File: src/rtl/memory_arbiter_pkg.sv
// Shared types for the fetch/data memory arbiter: grant states, request slot
// layout and watchdog counter width.
package memory_arbiter_pkg;

    typedef enum logic [1:0] {
        IDLE  = 2'd0,
        IBUSY = 2'd1,
        DBUSY = 2'd2
    } arb_state_type;

    typedef struct packed {
        logic        pending;
        logic        instr;
        logic [31:0] addr;
        logic [31:0] wdata;
        logic [3:0]  wstrb;
    } arb_slot_type;

    localparam int unsigned arb_timeout_width = 16;

    function automatic logic arb_is_busy(input arb_state_type s);
        return (s == IBUSY) || (s == DBUSY);
    endfunction

endpackage

File: src/rtl/memory_arbiter_checker.sv
// Protocol checks for the arbiter: no new request on a side that still owns
// one, and memory_valid tracks the busy states.
module memory_arbiter_checker
    import memory_arbiter_pkg::*;
(
    input logic          clock,
    input logic          reset,
    input logic          imemory_valid,
    input logic          i_pending,
    input logic          dmemory_valid,
    input logic          d_pending,
    input arb_state_type state,
    input logic          memory_valid
);

    a_ifetch_overlap: assert property (@(posedge clock) disable iff (!reset)
        !(imemory_valid && i_pending));

    a_data_overlap: assert property (@(posedge clock) disable iff (!reset)
        !(dmemory_valid && d_pending));

    a_valid_matches_state: assert property (@(posedge clock) disable iff (!reset)
        memory_valid == arb_is_busy(state));

endmodule

File: src/rtl/memory_arbiter_slot.sv
// One pending-request register. view_o forwards a request arriving this cycle
// so the arbiter can grant it at the same edge it is captured.
module memory_arbiter_slot
    import memory_arbiter_pkg::*;
(
    input  logic         clock,
    input  logic         reset,
    input  logic         valid_i,
    input  logic         instr_i,
    input  logic [31:0]  addr_i,
    input  logic [31:0]  wdata_i,
    input  logic [3:0]   wstrb_i,
    input  logic         clear_i,
    output arb_slot_type view_o,
    output logic         pending_o
);

    arb_slot_type slot_d, slot_q;

    // Capture a new request, or drop the slot when its transaction ends.
    always_comb begin
        slot_d = slot_q;
        if (valid_i) begin
            slot_d = '{pending: 1'b1, instr: instr_i, addr: addr_i,
                       wdata: wdata_i, wstrb: wstrb_i};
        end else if (clear_i) begin
            slot_d = '0;
        end else begin
            slot_d = slot_q;
        end
    end

    // Slot storage.
    always_ff @(posedge clock or negedge reset) begin
        if (!reset) begin
            slot_q <= '0;
        end else begin
            slot_q <= slot_d;
        end
    end

    // Request view including a same-cycle arrival.
    always_comb begin
        if (valid_i) begin
            view_o = '{pending: 1'b1, instr: instr_i, addr: addr_i,
                       wdata: wdata_i, wstrb: wstrb_i};
        end else begin
            view_o = slot_q;
        end
    end

    assign pending_o = slot_q.pending;

endmodule

File: src/rtl/memory_arbiter.sv
// Merges the fetch and data request ports onto one memory port, one transaction
// at a time. MEMORY_ARBITER_RR_EN selects round-robin instead of data-first priority.
module memory_arbiter
    import memory_arbiter_pkg::*;
#(
    parameter int unsigned TIMEOUT_CYCLES = 32'd0
) (
    input  logic        reset,
    input  logic        clock,
    input  logic        imemory_valid,
    input  logic        imemory_instr,
    input  logic [31:0] imemory_addr,
    input  logic [31:0] imemory_wdata,
    input  logic [3:0]  imemory_wstrb,
    output logic [31:0] imemory_rdata,
    output logic        imemory_ready,
    input  logic        dmemory_valid,
    input  logic        dmemory_instr,
    input  logic [31:0] dmemory_addr,
    input  logic [31:0] dmemory_wdata,
    input  logic [3:0]  dmemory_wstrb,
    output logic [31:0] dmemory_rdata,
    output logic        dmemory_ready,
    output logic        memory_valid,
    output logic        memory_instr,
    output logic [31:0] memory_addr,
    output logic [31:0] memory_wdata,
    output logic [3:0]  memory_wstrb,
    input  logic [31:0] memory_rdata,
    input  logic        memory_ready,
    output logic        memory_timeout
);

    localparam logic WDOG_EN = (TIMEOUT_CYCLES > 32'd0);
    localparam logic [arb_timeout_width-1:0] WDOG_LAST =
        WDOG_EN ? arb_timeout_width'(TIMEOUT_CYCLES - 32'd1) : '0;

    arb_state_type                state_d, state_q;
    arb_slot_type                 mem_d, mem_q;
    logic [arb_timeout_width-1:0] cnt_d, cnt_q;

    arb_slot_type i_view_s, d_view_s;
    logic         i_pending_s, d_pending_s, i_clear_s, d_clear_s;
    logic         busy_s, timeout_s, finish_s, grant_i_s, grant_d_s, tie_i_s;

    memory_arbiter_slot u_islot (
        .clock     (clock),
        .reset     (reset),
        .valid_i   (imemory_valid),
        .instr_i   (imemory_instr),
        .addr_i    (imemory_addr),
        .wdata_i   (imemory_wdata),
        .wstrb_i   (imemory_wstrb),
        .clear_i   (i_clear_s),
        .view_o    (i_view_s),
        .pending_o (i_pending_s)
    );

    memory_arbiter_slot u_dslot (
        .clock     (clock),
        .reset     (reset),
        .valid_i   (dmemory_valid),
        .instr_i   (dmemory_instr),
        .addr_i    (dmemory_addr),
        .wdata_i   (dmemory_wdata),
        .wstrb_i   (dmemory_wstrb),
        .clear_i   (d_clear_s),
        .view_o    (d_view_s),
        .pending_o (d_pending_s)
    );

`ifdef MEMORY_ARBITER_RR_EN
    logic rr_next_d_d, rr_next_d_q;

    // Hand the next tie to whichever side was not granted last.
    always_comb begin
        rr_next_d_d = rr_next_d_q;
        if (grant_i_s) begin
            rr_next_d_d = 1'b1;
        end else if (grant_d_s) begin
            rr_next_d_d = 1'b0;
        end else begin
            rr_next_d_d = rr_next_d_q;
        end
    end

    // Round-robin pointer, data takes the first tie after reset.
    always_ff @(posedge clock or negedge reset) begin
        if (!reset) begin
            rr_next_d_q <= 1'b1;
        end else begin
            rr_next_d_q <= rr_next_d_d;
        end
    end

    assign tie_i_s = ~rr_next_d_q;
`else
    assign tie_i_s = 1'b0;
`endif

    // Completion, watchdog expiry and grant selection for this cycle.
    always_comb begin
        busy_s    = arb_is_busy(state_q);
        timeout_s = WDOG_EN && busy_s && !memory_ready && (cnt_q == WDOG_LAST);
        finish_s  = busy_s && (memory_ready || timeout_s);
        grant_i_s = 1'b0;
        grant_d_s = 1'b0;
        i_clear_s = 1'b0;
        d_clear_s = 1'b0;
        case (state_q)
            IDLE: begin
                if (i_view_s.pending && d_view_s.pending) begin
                    grant_i_s = tie_i_s;
                    grant_d_s = ~tie_i_s;
                end else begin
                    grant_i_s = i_view_s.pending;
                    grant_d_s = d_view_s.pending;
                end
            end
            IBUSY: begin
                i_clear_s = finish_s;
                grant_d_s = finish_s && d_view_s.pending;
            end
            DBUSY: begin
                d_clear_s = finish_s;
                grant_i_s = finish_s && i_view_s.pending;
            end
            default: begin
                grant_i_s = 1'b0;
                grant_d_s = 1'b0;
            end
        endcase
    end

    // Next state: a grant loads the memory-port register straight from the slot view.
    always_comb begin
        state_d = state_q;
        mem_d   = mem_q;
        cnt_d   = cnt_q;
        if (grant_i_s) begin
            state_d = IBUSY;
            mem_d   = i_view_s;
            cnt_d   = '0;
        end else if (grant_d_s) begin
            state_d = DBUSY;
            mem_d   = d_view_s;
            cnt_d   = '0;
        end else if (finish_s) begin
            state_d       = IDLE;
            mem_d.pending = 1'b0;
            cnt_d         = '0;
        end else if (busy_s && WDOG_EN) begin
            cnt_d = cnt_q + arb_timeout_width'(1);
        end else begin
            cnt_d = cnt_q;
        end
    end

    // Grant FSM, memory-port request register and watchdog counter.
    always_ff @(posedge clock or negedge reset) begin
        if (!reset) begin
            state_q <= IDLE;
            mem_q   <= '0;
            cnt_q   <= '0;
        end else begin
            state_q <= state_d;
            mem_q   <= mem_d;
            cnt_q   <= cnt_d;
        end
    end

    assign memory_valid   = mem_q.pending;
    assign memory_instr   = mem_q.instr;
    assign memory_addr    = mem_q.addr;
    assign memory_wdata   = mem_q.wdata;
    assign memory_wstrb   = mem_q.wstrb;
    assign memory_timeout = timeout_s;

    // Responses return in the completing cycle; an aborted read returns all ones.
    assign imemory_ready = (state_q == IBUSY) && finish_s;
    assign dmemory_ready = (state_q == DBUSY) && finish_s;
    assign imemory_rdata = imemory_ready ? (timeout_s ? 32'hFFFF_FFFF : memory_rdata) : 32'h0;
    assign dmemory_rdata = dmemory_ready ? (timeout_s ? 32'hFFFF_FFFF : memory_rdata) : 32'h0;

    memory_arbiter_checker u_checker (
        .clock         (clock),
        .reset         (reset),
        .imemory_valid (imemory_valid),
        .i_pending     (i_pending_s),
        .dmemory_valid (dmemory_valid),
        .d_pending     (d_pending_s),
        .state         (state_q),
        .memory_valid  (memory_valid)
    );

endmodule

File: config.mk
export PLATFORM = sky130hd
export DESIGN_NAME = memory_arbiter
export DESIGN_NICKNAME = d
export VERILOG_FILES = /design/src/rtl/memory_arbiter_pkg.sv /design/src/rtl/memory_arbiter_checker.sv /design/src/rtl/memory_arbiter_slot.sv /design/src/rtl/memory_arbiter.sv
export SDC_FILE = /design/constraint.sdc
export NUM_CORES = 1
export LEC_CHECK = 0
export ABC_CLOCK_PERIOD_IN_PS = 4000
export CAP_MARGIN = 10
export CORE_MARGIN = 2
export CORE_UTILIZATION = 36
export CTS_BUF_LIST = sky130_fd_sc_hd__clkbuf_4
export CTS_CLUSTER_SIZE = 40
export DETAILED_ROUTE_END_ITERATION = 10
export DONT_BUFFER_PORTS = 1
export PLACE_DENSITY = 0.52
export SETUP_SLACK_MARGIN = 0.2
export SYNTH_ARGS = -nofsm -noshare
export SYNTH_HDL_FRONTEND = slang
export SYNTH_SLANG_ARGS = --single-unit
export TNS_END_PERCENT = 5
File: constraint.sdc
create_clock -name clock -period 4 [get_ports clock]
set_input_delay 0.2 -clock clock [delete_from_list [all_inputs] [get_ports clock]]
set_output_delay 0.2 -clock clock [all_outputs]
set_load 0.01 [all_outputs]
==> parameters.txt <==
Parameter                              Value

Synth
  Most frequent cells after synthesis    sky130_fd_sc_hd__dfrtp_1, sky130_fd_sc_hd__nand2_1, sky130_fd_sc_hd__a21oi_1
  Proportion of register bits with asynchronous set or reset after synthesis    1.000
  Share of the synthesized area in the top cell type    0.4444
  Dominant cell type by area after synthesis    sky130_fd_sc_hd__dfrtp_1
  Number of warnings reported in the yosys synthesis log    0
  Main area contributors after synthesis    sky130_fd_sc_hd__dfrtp_1, sky130_fd_sc_hd__o31ai_2, sky130_fd_sc_hd__mux2_2, sky130_fd_sc_hd__a21oi_1, sky130_fd_sc_hd__nand2_1
  Instance count of the mapped netlist    1221
  Fraction of the yosys area taken by sequential cells    0.4444
  Mapped Area    0.01194 mm^2
  Count of flip-flops with a built-in enable after synthesis    0
  Total nets after synthesis    1399
  Average footprint of a synthesized cell    9.777 um^2
  Dominant cell by count in the synthesized netlist    sky130_fd_sc_hd__dfrtp_1
  Synth Flop Type    sky130_fd_sc_hd__dfrtp_1
  Number of synthesized register bits    212
  Count of unique library cells instantiated by Yosys    34

Run
  Max Cap Viol    0

Die
  Area of the die    0.03463 mm^2
  Vertical extent of the die    186.1 um
  Number of core rows    66
  Initial Utilization    0.3660
  Die width    186.1 um
  Core area    0.03262 mm^2
  Num ports    312

Detailed routing
  Iteration count of the initial detailed-routing pass    5
  Post-route antenna net violation count    0
  Routed wire per std cell    20.53 um
  Drc violations    0
  Vias per cell    5.427
  DRT Wirelength    39160 um
  Via count of the routed design    10.35k
  Initial drt markers    563

Worst setup path
  Worst-case register-to-register setup slack    1.16 ns
  Worst path max stage delay    0.58 ns
  Number of cells traversed by the worst register-to-register path    7
  Required arrival time at the worst endpoint    4.65 ns
  Largest delay contributor family on the critical path    buffers and inverters
  Terminus of the critical flop-to-flop path    u_islot.slot_q[21]$_DFFE_PN0P_
  Launch point of the worst reg-to-reg path    state_q[0]$_DFFE_PN0P_
  Data arrival at the endpoint of the critical path    3.49 ns
  Master of the slowest instance on the critical path    sky130_fd_sc_hd__nor2_4
  Category of the critical setup timing path    flop to flop
  Total buffers and inverters traversed by the critical path    3
  Sort of element at the start of the critical path    flop
  Cells along the critical path    inv_1 -> ha_1 -> and3_2 -> nor2_4 -> buf_4 -> a22o_1 -> dlygate4sd3_1
  Start point of the critical path    state_q[0]$_DFFE_PN0P_
  Maximum fanout along the worst path    26
  Setup crit end kind    flop

Timing
  Final Cycle Share    0.7109
  Unrepaired setup endpoints after global routing    no
  Worst hold margin    -0.7909 ns
  Final sum of negative setup slack    0 ns
  Max-slew headroom    0.2891
  Highest clock frequency the design can meet    0.3516 GHz
  Number of max-slew violations in the final report    0
  Hold Fails Final Rpt    212
  Transition time of the tightest slew-check pin    1.066 ns
  Clock period minus final worst setup slack    2.844 ns
  Clock skew after layout    0.03598 ns
  Setup violation total in the final timing report    0

Cells and area
  Synth-to-Final Area Change    28.26%
  Total Nets Final    1589
  Fraction of final layout cells sized beyond drive strength 1    0.2003

CTS
  Number of gates resized after CTS    0
  CTS tree    yes
  Clock Tree Buf Depth    3
  Worst-skew pair later-pin latency    0.71 ns
  CTS Root Buffer Type    sky130_fd_sc_hd__clkbuf_4
  CTS buffer count    67
  CTS HTree Levels    3
  Clock transition at the registers of the reported paths    0.07 ns
  TritonCTS Sinks    212

Placement
  Routability cong.    0.7188
  Total half-perimeter wirelength after legalization and detailed placement    21750 um
  Number of buffer cells added on primary ports    0

Power and ir drop
  Leakage component of the power    0.006408 uW
  Total Power    8838 uW
  Pwr per Cell Area    577.2 mW/mm^2
  Peak supply drop    0.0003338 V

Global routing
  Overall fraction of global-route tracks in use    0.2247
  Number of antenna violations at the first check in global routing    7
  Vias in the first global route    10.34k
  Global-route wire length before repair    60360 um
  Pin count of the biggest net entering global routing    248
  Total gr overflow    0

Status
  Result of the run    finished, violations left
  Violated checks    negative hold slack

Worst hold path
  Worst min-delay path class    input port to async pin
-- repair_timing --
item,CTS,global route
hold buffers,245,1
buffers inserted,0,0
setup endpoints to repair,0,0
endpoints found under the hold margin,424,213
-- logic make-up after synthesis --
family / Yosys count / share of synthesized area
AND/OR/NAND/NOR: 375 / 0.1770
AO/OA/AOI/OAI: 422 / 0.2565
buffers and inverters: 139 / 0.05356
multiplexers: 69 / 0.06509
adder cells (fa/ha/maj): 3 / 0.003145
other: 1 / 0.0003141
flip-flops: 212 / 0.4444
-- cell type report --
cell class,instances,area (um^2)
multi-input cells,870,6033
repair buffers,256,2585
flip-flops and latches,212,5306
diodes,12,30.03
clock inverters,22,120.1
well taps,442,553.0
inverters,4,15.01
clock buffers,89,668.1
fillers,3147,17310
-- flip-flops by register name, indices dropped and copies added (netlist names) --
register,cells
memory_addr,32
memory_instr,1
memory_valid,1
memory_wdata,32
memory_wstrb,4
state_q,2
u_dslot.pending_o,1
u_dslot.slot_q,69
u_islot.pending_o,1
u_islot.slot_q,69
-- worst register-to-register path, delay by kind of cell (launching register included) --
family	cells	cell delay [ns]
DFF	1	0.37
buffers and inverters	3	1.03
and+or+nand+nor	2	0.82
AOI/OAI and AO/OA	1	0.19
adders and majority gates	1	0.39
-- power breakdown --
group / total (uW) / switching [uW] / leakage (uW) / internal (uW)
Combinational: 3300 / 1810 / 0.00340 / 1480
Clock: 2150 / 1050 / 0.000475 / 1100
Sequential: 3390 / 641 / 0.00253 / 2750
Total: 8840 / 3510 / 0.00641 / 5330
-- per-stage QoR --
step,instances,cell area (um^2),setup WS (ns),utilization
6_report,1907,15310,1.156,0.4694
5_1_grt,1907,15310,0.9385,0.4694
4_1_cts,1894,15270,1.051,0.4682
3_5_place_dp,1538,12000,1.703,0.3677
3_3_place_gp,1538,12000,1.754,0.3677
2_1_floorplan,1221,11940,2.198,-
-- cells in the final DEF (no fill, tap or decap), types with 3 or more instances in the layout --
cell type and n:
sky130_fd_sc_hd__a21boi_0 7, sky130_fd_sc_hd__a21boi_1 18, sky130_fd_sc_hd__a21oi_1 139, sky130_fd_sc_hd__a22o_1 44, sky130_fd_sc_hd__and2_1 32, sky130_fd_sc_hd__and3_1 32, sky130_fd_sc_hd__buf_4 9, sky130_fd_sc_hd__clkbuf_4 89
sky130_fd_sc_hd__clkinv_1 12, sky130_fd_sc_hd__clkinv_2 6, sky130_fd_sc_hd__dfrtp_1 211, sky130_fd_sc_hd__diode_2 12, sky130_fd_sc_hd__dlygate4sd3_1 244, sky130_fd_sc_hd__ha_1 3, sky130_fd_sc_hd__inv_1 4, sky130_fd_sc_hd__mux2_1 3
sky130_fd_sc_hd__mux2_2 66, sky130_fd_sc_hd__nand2_1 166, sky130_fd_sc_hd__nand2b_1 69, sky130_fd_sc_hd__o211ai_1 69, sky130_fd_sc_hd__o21ai_1 69, sky130_fd_sc_hd__o31ai_2 68, sky130_fd_sc_hd__or3b_1 34, sky130_fd_sc_hd__or3b_2 35
-- worst max path at each step --
stage | to | slack (ns) | cells after the start
after floorplan | memory_addr[16]$_DFFE_PN0P_ | 2.20 | 8
after CTS | imemory_rdata[14] | 1.05 | 5
after global placement | memory_addr[19]$_DFFE_PN0P_ | 1.75 | 4
final | u_islot.slot_q[21]$_DFFE_PN0P_ | 1.16 | 7
after global routing | imemory_rdata[14] | 0.94 | 5
after detailed placement | u_islot.slot_q[24]$_DFFE_PN0P_ | 1.70 | 6
-- per-layer routing --
layer,vias to the layer above,wire length [um],track usage
met5,-,0,0
met4,0,925,0.08976
met3,64,2746,0.06359
met2,389,18870,0.3606
met1,5099,16620,0.2860
li1,4798,-,-
No activity file was read; power rests on OpenSTA's default activity.
